`src/rtl/ads131a0x_pkg.sv`:
```
// ads131a0x_pkg: shared states, command/CRC constants and the CRC-CCITT bit step.
package ads131a0x_pkg;
    typedef enum logic [2:0] {IDLE, CS_SETUP, SHIFT, CS_HOLD, DONE} state_t;
    localparam logic [15:0] NULL_CMD = 16'h0000;
    localparam logic [15:0] CRC_POLY = 16'h1021;
    localparam logic [15:0] CRC_INIT = 16'hFFFF;
    localparam int SAMPLE_BITS = 24;
    localparam int MAX_CH = 4;
    function automatic logic [15:0] crc_step(input logic [15:0] crc, input logic b);
        return {crc[14:0], 1'b0} ^ ((crc[15] ^ b) ? CRC_POLY : 16'h0000);
    endfunction
endpackage

```
`src/rtl/ads131a0x_frame_reader_if.sv`:
```
// ads131a0x_frame_reader_if: SPI pin bundle between the frame reader (master) and the converter (slave).
interface ads131a0x_frame_reader_if;
    logic SPI_MISO;
    logic SPI_MOSI;
    logic SPI_SCLK;
    logic SPI_CS;
    modport master(input SPI_MISO, output SPI_MOSI, SPI_SCLK, SPI_CS);
    modport slave(output SPI_MISO, input SPI_MOSI, SPI_SCLK, SPI_CS);
endinterface

```
`src/rtl/ads131a0x_spi_shifter.sv`:
```
// ads131a0x_spi_shifter: SCLK generator (CPOL=0, CPHA=1) shifting FRAME_BITS MISO bits in MSB first.
module ads131a0x_spi_shifter #(
    parameter int FRAME_BITS = 120,
    parameter int SCLK_DIV = 2,
    localparam int BW = $clog2(FRAME_BITS + 1)
) (
    input  logic                  system_clock,
    input  logic                  reset_n,
    input  logic                  start,
    input  logic                  miso,
    output logic                  sclk,
    output logic                  sample,
    output logic                  last,
    output logic [BW-1:0]         bit_cnt,
    output logic [FRAME_BITS-1:0] frame
);
    localparam int PW = $clog2(2 * SCLK_DIV);
    logic          active;
    logic [PW-1:0] pos, pos_nxt;
    // pos is the system_clock index inside the current SCLK period; high phase first
    assign pos_nxt = (pos == PW'(2 * SCLK_DIV - 1)) ? '0 : pos + 1'b1;
    assign sample  = active && pos == PW'(SCLK_DIV - 1);
    assign last    = active && pos == PW'(2 * SCLK_DIV - 1) && bit_cnt == BW'(FRAME_BITS);
    always_ff @(posedge system_clock or negedge reset_n) begin
        if (!reset_n) begin
            active  <= 1'b0;
            pos     <= '0;
            bit_cnt <= '0;
            sclk    <= 1'b0;
            frame   <= '0;
        end else if (start) begin
            active  <= 1'b1;
            pos     <= '0;
            bit_cnt <= '0;
            sclk    <= 1'b1;
        end else if (active) begin
            pos  <= pos_nxt;
            sclk <= !last && pos_nxt < PW'(SCLK_DIV);
            if (sample) begin
                frame   <= {frame[FRAME_BITS-2:0], miso};
                bit_cnt <= bit_cnt + 1'b1;
            end
            if (last) active <= 1'b0;
        end
    end
endmodule

```
`src/rtl/ads131a0x_frame_reader.sv`:
```
// ads131a0x_frame_reader: DRDY-triggered ADS131A0x data frame reader with word mapping and overrun count.
// Optional ADS131_CRC_EN: read one extra CRC word per frame and flag mismatches on crc_err.
module ads131a0x_frame_reader import ads131a0x_pkg::*; #(
    parameter int NUM_CH = 4,
    parameter int WORD_BITS = 24,
    parameter int SCLK_DIV = 2,
    parameter int CS_GAP = 4
) (
    input  logic                          system_clock,
    input  logic                          reset_n,
    input  logic                          enable,
    input  logic                          drdy_n,
    ads131a0x_frame_reader_if.master      spi,
    output logic [15:0]                   status_word,
    output logic [NUM_CH*SAMPLE_BITS-1:0] ch_data,
    output logic                          data_valid,
    output logic                          busy,
    output logic [7:0]                    overrun_cnt
`ifdef ADS131_CRC_EN
    ,
    output logic                          crc_err
`endif
);
`ifdef ADS131_CRC_EN
    localparam int CRC_WORDS = 1;
`else
    localparam int CRC_WORDS = 0;
`endif
    localparam int DATA_BITS = (1 + NUM_CH) * WORD_BITS;
    localparam int FRAME_BITS = DATA_BITS + CRC_WORDS * WORD_BITS;
    localparam int BW = $clog2(FRAME_BITS + 1);
    localparam int GW = $clog2(CS_GAP + 1);
    state_t                        state, nxt;
    logic [2:0]                    drdy_sync;
    logic [GW-1:0]                 cnt, gap;
    logic                          drdy_fall, gap_ok, cnt_end, start, capture, cs;
    logic                          sclk, sample, last, unused;
    logic [BW-1:0]                 bit_cnt;
    logic [FRAME_BITS-1:0]         frame;
    logic [NUM_CH*SAMPLE_BITS-1:0] mapped;
    assign drdy_fall = drdy_sync[2] && !drdy_sync[1];
    assign gap_ok    = gap == GW'(CS_GAP);
    assign cnt_end   = cnt == GW'(CS_GAP - 1);
    assign start     = state == CS_SETUP && cnt_end;
    assign capture   = state == CS_HOLD && cnt_end;
    assign spi.SPI_CS   = cs;
    assign spi.SPI_SCLK = sclk;
    assign spi.SPI_MOSI = NULL_CMD[15];
    assign unused = ^{frame, bit_cnt, sample};
    ads131a0x_spi_shifter #(.FRAME_BITS(FRAME_BITS), .SCLK_DIV(SCLK_DIV)) u_shifter (
        .system_clock(system_clock),
        .reset_n(reset_n),
        .start(start),
        .miso(spi.SPI_MISO),
        .sclk(sclk),
        .sample(sample),
        .last(last),
        .bit_cnt(bit_cnt),
        .frame(frame)
    );
    for (genvar n = 0; n < NUM_CH; n++) begin : g_ch
        localparam int HI = FRAME_BITS - 1 - (n + 1) * WORD_BITS;
        if (WORD_BITS >= SAMPLE_BITS) begin : g_top
            assign mapped[n*SAMPLE_BITS +: SAMPLE_BITS] = frame[HI -: SAMPLE_BITS];
        end else begin : g_sext
            assign mapped[n*SAMPLE_BITS +: SAMPLE_BITS] = {{(SAMPLE_BITS - WORD_BITS){frame[HI]}}, frame[HI -: WORD_BITS]};
        end
    end
    always_comb begin
        nxt = state;
        case (state)
            IDLE:     nxt = (drdy_fall && enable && gap_ok) ? CS_SETUP : IDLE;
            CS_SETUP: nxt = cnt_end ? SHIFT : CS_SETUP;
            SHIFT:    nxt = last ? CS_HOLD : SHIFT;
            CS_HOLD:  nxt = cnt_end ? DONE : CS_HOLD;
            default:  nxt = IDLE;
        endcase
    end
    always_ff @(posedge system_clock or negedge reset_n) begin
        if (!reset_n) state <= IDLE;
        else state <= nxt;
    end
    always_ff @(posedge system_clock or negedge reset_n) begin
        if (!reset_n) begin
            drdy_sync   <= 3'b111;
            cnt         <= '0;
            gap         <= '0;
            cs          <= 1'b1;
            busy        <= 1'b0;
            overrun_cnt <= '0;
            status_word <= '0;
            ch_data     <= '0;
            data_valid  <= 1'b0;
        end else begin
            drdy_sync  <= {drdy_sync[1:0], drdy_n};
            cnt        <= (nxt != state) ? '0 : cnt + 1'b1;
            gap        <= !cs ? '0 : gap_ok ? gap : gap + 1'b1;
            cs         <= !(nxt inside {CS_SETUP, SHIFT, CS_HOLD});
            busy       <= nxt != IDLE;
            data_valid <= capture;
            // a fall during a frame is only counted, never restarts it
            if (drdy_fall && busy && overrun_cnt != 8'hFF) overrun_cnt <= overrun_cnt + 1'b1;
            if (capture) begin
                status_word <= frame[FRAME_BITS-1 -: 16];
                ch_data     <= mapped;
            end
        end
    end
`ifdef ADS131_CRC_EN
    logic [15:0] crc;
    always_ff @(posedge system_clock or negedge reset_n) begin
        if (!reset_n) begin
            crc     <= CRC_INIT;
            crc_err <= 1'b0;
        end else begin
            if (start) crc <= CRC_INIT;
            else if (sample && bit_cnt < BW'(DATA_BITS)) crc <= crc_step(crc, spi.SPI_MISO);
            if (capture) crc_err <= crc != frame[WORD_BITS-1 -: 16];
        end
    end
`endif
endmodule

```
`src/flat_wrapper.sv`:
```
// flat-port wrapper written by rule: the top's interface ports become plain ports
module ads131a0x_frame_reader_flat import ads131a0x_pkg::*;
#(
    parameter int NUM_CH = 4,
    parameter int WORD_BITS = 24,
    parameter int SCLK_DIV = 2,
    parameter int CS_GAP = 4
)
  (system_clock, reset_n, enable, drdy_n, status_word, ch_data, data_valid, busy, overrun_cnt, spi_SPI_MISO, spi_SPI_MOSI, spi_SPI_SCLK, spi_SPI_CS);
  ads131a0x_frame_reader_if spi_i ();
  input  logic system_clock;
  input  logic reset_n;
  input  logic enable;
  input  logic drdy_n;
  output logic [15:0] status_word;
  output logic [NUM_CH*SAMPLE_BITS-1:0] ch_data;
  output logic data_valid;
  output logic busy;
  output logic [7:0] overrun_cnt;
  input wire logic [$bits(spi_i.SPI_MISO)-1:0] spi_SPI_MISO;
  output wire logic [$bits(spi_i.SPI_MOSI)-1:0] spi_SPI_MOSI;
  output wire logic [$bits(spi_i.SPI_SCLK)-1:0] spi_SPI_SCLK;
  output wire logic [$bits(spi_i.SPI_CS)-1:0] spi_SPI_CS;
  assign spi_i.SPI_MISO = spi_SPI_MISO;
  assign spi_SPI_MOSI = spi_i.SPI_MOSI;
  assign spi_SPI_SCLK = spi_i.SPI_SCLK;
  assign spi_SPI_CS = spi_i.SPI_CS;
  ads131a0x_frame_reader #(.NUM_CH(NUM_CH), .WORD_BITS(WORD_BITS), .SCLK_DIV(SCLK_DIV), .CS_GAP(CS_GAP)) u_core (.system_clock(system_clock), .reset_n(reset_n), .enable(enable), .drdy_n(drdy_n), .spi(spi_i), .status_word(status_word), .ch_data(ch_data), .data_valid(data_valid), .busy(busy), .overrun_cnt(overrun_cnt));
endmodule
```
`config.mk`:
```
export PLATFORM = sky130hd
export DESIGN_NAME = ads131a0x_frame_reader_flat
export DESIGN_NICKNAME = d
export VERILOG_FILES = /design/src/rtl/ads131a0x_pkg.sv /design/src/rtl/ads131a0x_frame_reader_if.sv /design/src/rtl/ads131a0x_spi_shifter.sv /design/src/rtl/ads131a0x_frame_reader.sv /design/src/flat_wrapper.sv
export SDC_FILE = /design/constraint.sdc
export NUM_CORES = 1
export LEC_CHECK = 0
export ABC_AREA = 1
export ABC_CLOCK_PERIOD_IN_PS = 4800
export CORE_MARGIN = 2
export CORE_UTILIZATION = 30
export CTS_CLUSTER_DIAMETER = 60
export DETAILED_ROUTE_END_ITERATION = 16
export GPL_TIMING_DRIVEN = 0
export PLACE_DENSITY_LB_ADDON = 0.25
export SYNTH_ARGS = -nofsm -noshare
export SYNTH_HDL_FRONTEND = slang
export SYNTH_SLANG_ARGS = --single-unit
```
`constraint.sdc`:
```
create_clock -name system_clock -period 4.8 [get_ports system_clock]
set_input_delay 0.72 -clock system_clock [delete_from_list [all_inputs] [get_ports system_clock]]
set_output_delay 0.72 -clock system_clock [all_outputs]
set_load 0.01 [all_outputs]
```
==> Word level (Yosys, flattened, before mapping) <==
Cells that the tools add are included.
{ "word_totals": {"regBits": 266, "input_bits": 5, "out_inout_bits": 125, "word_cells": 76} }
{ "classes": {"n_addsub": 5, "n_lt_le_gt_ge": 1, "eq_ne": 14, "mux": 19, "bitwise": 1, "reduce_logical": 21} }
{ "op_table": {"columns": ["cell", "count"], "rows": [
  ["$mux W7", 3],
  ["$eq A3 B2 Y1 const B", 5],
  ["$mux W3", 4],
  ["$pmux W3 S4", 1],
  ["$logic_and A1 B1 Y1", 11],
  ["$add A8 B1 Y8 const B", 1],
  ["$mux W2", 4],
  ["$ne A8 B8 Y1 const B", 1],
  ["$add A7 B1 Y7 const B", 1],
  ["$eq A7 B7 Y1 const B", 1],
  ["$mux W1", 7],
  ["$add A3 B1 Y3 const B", 2],
  ["$eq A3 B1 Y1 const B", 2],
  ["$reduce_bool A3 Y1", 2],
  ["$reduce_bool A2 Y1", 2],
  ["$eq A3 B3 Y1 const B", 1],
  ["$logic_not A1 Y1", 3],
  ["$logic_not A3 Y1", 1],
  ["$ne A3 B3 Y1", 1],
  ["$reduce_and A3 Y1", 1],
  ["$add A2 B1 Y2 const B", 1],
  ["$eq A2 B1 Y1 const B", 1],
  ["$eq A2 B2 Y1 const B", 1],
  ["$lt A2 B2 Y1 const B", 1],
  ["3 further kinds", 3]
]} }

==> Logic depth before layout (Yosys ltp) <==
{ "depth": {"ltp_word": 9, "ltp_mapped": 11, "ltp_nobuf": 11} }

==> Modules after synthesis <==
A second synthesis with hierarchy kept.
{ "hier_totals": {"hier_cells": 1205, "area_unflattened_um2": 10682.7} }
{ "by_module_without_submodules": {"columns": ["module", "n_inst", "cells_each", "area_each_um2", "seq_area_each_um2"], "rows": [
  ["ads131a0x_spi_shifter", 1, 597, 5370.2, 3278.1],
  ["ads131a0x_frame_reader", 1, 608, 5312.6, 3358.2]
]} }

==> Worst setup path before layout <==
No wires, ideal clock.
{ "synth_timing": {"kind": "register to register", "startpoint": "register u_core.overrun_cnt[0]", "endpoint": "register u_core.overrun_cnt[3]", "setup_ns": 0.117, "arrival_ns": 1.430, "required_ns": 4.683, "setup_slack_ns": 3.253, "stages_incl_launch_ff": 10, "path_buffers": 1, "period_less_slack_ns": 1.547, "cell_sequence": "dfrtp_1 > ha_1 > nand3_1 > nor2_1 > nand4_1 > nand2_1 > inv_1 > buf_2 > nand3b_1 > nand2_1"} }
{ "synth_between": {"elab_chain_len": 2, "elab_cells_between_ends": 3, "cone_classes": "1 x add/sub; 1 x eq/ne; 1 x reduce/logical"} }
{ "synth_rtl": {"columns": ["item", "line_no", "source"], "rows": [
  ["start, declared", "ads131a0x_frame_reader.sv:18", "output logic [7:0] overrun_cnt"],
  ["start signal, assigned", "ads131a0x_frame_reader.sv:102", "if (drdy_fall && busy && overrun_cnt != 8'hFF) overrun_cnt <= overrun_cnt + 1'b1;"],
  ["parallel branches: the longest is 2 deep, another holds $add A8 B1 Y8", null, null]
]} }
Several ways; the timed one is not identified.
A chain may end at the register's enable or synchronous reset.

==> Worst setup path after layout <==
{ "layout_timing": {"startpoint": "register u_core.cs (netlist: u_core.spi.SPI_CS)", "endpoint": "output port spi_SPI_CS"} }
{ "layout_lines": {"columns": ["item", "line_no", "source"], "rows": [
  ["start, declared", "ads131a0x_frame_reader.sv:36", "logic drdy_fall, gap_ok, cnt_end, start, capture, cs;"],
  ["start signal, assigned", "ads131a0x_frame_reader.sv:98", "cs <= !(nxt inside {CS_SETUP, SHIFT, CS_HOLD});"],
  ["end, declared", "flat_wrapper.sv:23", "output wire logic [$bits(spi_i.SPI_CS)-1:0] spi_SPI_CS;"]
]} }
No word-level cell between the ends.

==> summary.txt <==
GRT
  • Grt total ovfl: 0
  • Number of global-route vias before repair: 7454
  • Tot GR Track Use: 0.138
  • Initial antenna violation count: 0
  • First-pass GRT wire length: 40700 um
  • Pin count of the biggest net entering global routing: 72

Synth
  • Compound-cell area share of the yosys netlist: 0.137
  • Portion of netlist area occupied by mux cells: 0
  • Synth Area in Adders: 0.0107
  • Share of async-settable or async-resettable flops after synthesis: 1.00
  • Prevailing post-synth register cell: dfrtp_1
  • Area fraction of the dominant cell type after synthesis: 0.621
  • Main combinational cell family by area after synthesis: compound AO/OA/AOI/OAI gates
  • Simple logic cell fraction of the synthesized area: 0.123
  • Post-Synth XOR/XNOR Area: 0.00500
  • Area leader, netlist: dfrtp_1
  • Post-Syn Area: 0.0105 mm^2
  • Top post-synthesis cells by count: nand2_1 (290), dfrtp_1 (261), inv_1 (146), o21ai_0 (115), o21ai_1 (76)
  • Syn Nets: 1077
  • Avg Cell Area, Syn: 9.89 um^2
  • Number of synthesized flops with an enable pin: 0
  • Yosys warns: 0
  • Synthesized flop and latch total: 265
  • Netlist cell types: 30
  • Seq/Total Area, Yosys: 0.631
  • Mapped Cells: 1063
  • Largest cells by area after synthesis: dfrtp_1 (62%), nand2_1 (10%), o21ai_0 (5.5%)
  • Most common cell in the synthesized netlist: nand2_1

Critical path
  • WS Path Type: reg -> out
  • Worst EP required: 4.08 ns
  • Worst reg2reg setup slack: 2.91 ns
  • Crit path capture: spi_SPI_CS
  • Reg-to-Reg Start: u_core.cnt[0]
  • Reg-to-Reg End: u_core.ch_data[21]
  • Critical Path AT: 1.63 ns
  • Buf/Inv on CP: 1
  • Crit-path cells: clkdlybuf4s50_1
  • CP Capture Type: primary output
  • Slowest-stage cell, CP: dfstp_2
  • CP max stage delay: 0.55 ns
  • Worst R2R Path Depth: 7
  • Max FO, Critical Path: 4
  • Crit. Startpoint: u_core.spi.SPI_CS
  • Startpoint Class: flip-flop
  • Levels on crit path: 1
  • CP delay by family, top: flip-flops

STA
  • Worst-Margin Slew: 0.559 ns
  • Share of the clock period used by the worst path: 0.490
  • Minimum clock period: 2.35 ns
  • Setup violators final: 0
  • Slew Limit Fails: 0
  • Fmax: 425 MHz
  • Max-slew headroom: 0.628
  • RSZ-0062 raised after global routing: false
  • Hold Fails Final Rpt: 0
  • Post-Route Skew: 0.0262 ns
  • Worst Hold Margin: 0.0776 ns

Drt
  • Drt first pass iters: 4
  • DRT iter0 DRCs: 336
  • Drc violations: 0
  • Routed WL per cell: 14.4 um
  • Vias post-DR: 7409
  • Vias per cell: 4.35
  • Antenna Nets Post-Route: 0
  • Final wirelength: 24500 um

Job
  • Max cap viols: 0

CTS
  • Worst-Skew Late Latency: 0.57 ns
  • Cts repair resizes: 0
  • Clock Sinks: 265
  • Root buffer cell: clkbuf_16
  • CTS H-tree depth: 1
  • TritonCTS clock tree: done
  • Number of setup buffers added after CTS: 0
  • Clock Path Buffers: 3
  • Clock Pin Slew Worst Setup and Hold Paths: 0.06 ns
  • CTS buffer count: 31
  • Hold_buf cts: 0

Worst hold path
  • Hold WC Path Type: in -> async

Place
  • Port bufs: 128
  • Placed insts: 1649
  • HPWL Detailed: 16700 um
  • Gpl congestion: 0.794

Floorplanning
  • Die Y: 191 um
  • Core footprint: 0.0345 mm^2
  • Site Rows: 68
  • IO Count: 130
  • Initial core utilization: 0.304
  • Die ar.: 0.0366 mm^2
  • Die Wd: 191 um

Cells and area
  • Nets: 1241
  • Layout cells sized above 1: 0.125
  • Antenna cells: 0
  • Area grow syn2layout: 27.7%
  • Post-Layout Cell Count: 1704

Status
  • Status: finished clean

Pwr
  • Power Dens Cells: 351 mW/mm^2
  • Lkg Pwr: 5.90 nW
  • Max IR drop VDD: 305 uV
per-stage QoR:
step           TNS [ns]  area, um^2  setup WS [ns]  total power [mW]  utilization
2_1_floorplan         0       10500           3.25              2.39            -
3_3_place_gp   -2299.68       12400          -8.77              2.49        0.358
3_5_place_dp          0       12500           2.81              2.50        0.360
4_1_cts               0       13400           2.41              4.80        0.389
5_1_grt               0       13400           2.38              4.91        0.389
6_report              0       13400           2.45              4.72        0.389
layout by cell type, fill, tap and decap left out:
| cell | Yosys | routed |
|---|---|---|
| a21oi_1 | 6 | 6 |
| a31oi_1 | 1 | 1 |
| and3_1 | 1 | 1 |
| buf_16 | 0 | 3 |
| buf_2 | 20 | 20 |
| buf_4 | 5 | 5 |
| buf_6 | 23 | 23 |
| buf_8 | 0 | 1 |
| bufinv_16 | 0 | 1 |
| clkbuf_1 | 5 | 15 |
| clkbuf_16 | 0 | 31 |
| clkbuf_8 | 0 | 5 |
| clkdlybuf4s50_1 | 0 | 127 |
| clkinv_2 | 0 | 3 |
| clkinvlp_4 | 0 | 3 |
| conb_1 | 1 | 1 |
| dfrtp_1 | 261 | 261 |
| dfstp_2 | 4 | 4 |
| ha_1 | 9 | 9 |
| inv_1 | 146 | 146 |
| inv_16 | 0 | 1 |
| inv_2 | 2 | 2 |
| inv_6 | 0 | 1 |
| nand2_1 | 290 | 290 |
| nand2_2 | 1 | 1 |
| nand3_1 | 11 | 11 |
| nand3b_1 | 1 | 1 |
| nand4_1 | 3 | 3 |
| nor2_1 | 20 | 20 |
| nor2_2 | 1 | 1 |
| nor3_1 | 1 | 1 |
| nor3_4 | 1 | 1 |
| nor3b_1 | 1 | 1 |
| o211ai_1 | 1 | 1 |
| o21ai_0 | 115 | 115 |
| o21ai_1 | 76 | 76 |
| o21ai_2 | 50 | 50 |
| o31ai_1 | 1 | 1 |
| xnor2_1 | 2 | 2 |
| xor2_1 | 4 | 4 |
routing by layer:
metal  track usage  part of all wire
met5             0                 0
met1         0.190              0.47
met3        0.0389             0.063
met2         0.218              0.45
met4        0.0281             0.019
power breakdown:
part | internal (mW) | switching, mW
sequential | 2.26 | 0.0323
clock | 1.32 | 0.935
combinational | 0.0706 | 0.0925
total | 3.66 | 1.06
flip-flops by register name (all words and copies together) (netlist names):
| register | flops |
|---|---|
| u_core.gap | 3 |
| u_core.u_shifter.bit_cnt | 7 |
| u_core.u_shifter.frame | 120 |
| u_core.drdy_sync | 3 |
| u_core.cnt | 3 |
| u_core.overrun_cnt | 8 |
| u_core.u_shifter.sclk | 1 |
| u_core.ch_data | 96 |
| u_core.state | 2 |
| u_core.u_shifter.pos | 2 |
| u_core.spi.SPI_CS | 1 |
| u_core.status_word | 16 |
| u_core.u_shifter.active | 1 |
| u_core.busy | 1 |
| u_core.data_valid | 1 |
worst min path at each step:
stage | slack, ns | endpoint | from
floorplan | 0.35 | u_core.drdy_sync[1] | u_core.drdy_sync[0]
global placement | 0.35 | u_core.drdy_sync[1] | u_core.drdy_sync[0]
detailed placement | 0.35 | u_core.drdy_sync[1] | u_core.drdy_sync[0]
CTS | 0.08 | u_core.ch_data[11] | reset_n
global route | 0.11 | u_core.ch_data[14] | reset_n
finish | 0.08 | u_core.ch_data[11] | reset_n
worst reg2reg max path: cells and delay by family, from the launching register on:
family	cells	cell delay [ns]
flops	1	0.38
compound gates	1	0.12
simple gates	1	0.08
buf+inv	3	0.77
fa+ha+maj	2	0.43
logic make-up after synthesis:
group                      after synthesis
DFF                                    265
adders and majority gates                9
xor gates and xnor gates                 6
buffers and inverters                  201
and+or+nand+nor                        331
other                                    1
AOI/OAI and AO/OA                      250
final cells by class:
cell class	count	area, um^2
repair buffers	131	1370
clock inverters	9	96.3
clock buffers	46	882
fillers	3528	21100
well taps	455	569
inverters	148	556
multi-input cells	597	2910
flip-flops and latches	265	6640
plain buffers	53	415
No activity file was read; power rests on OpenSTA's default activity.
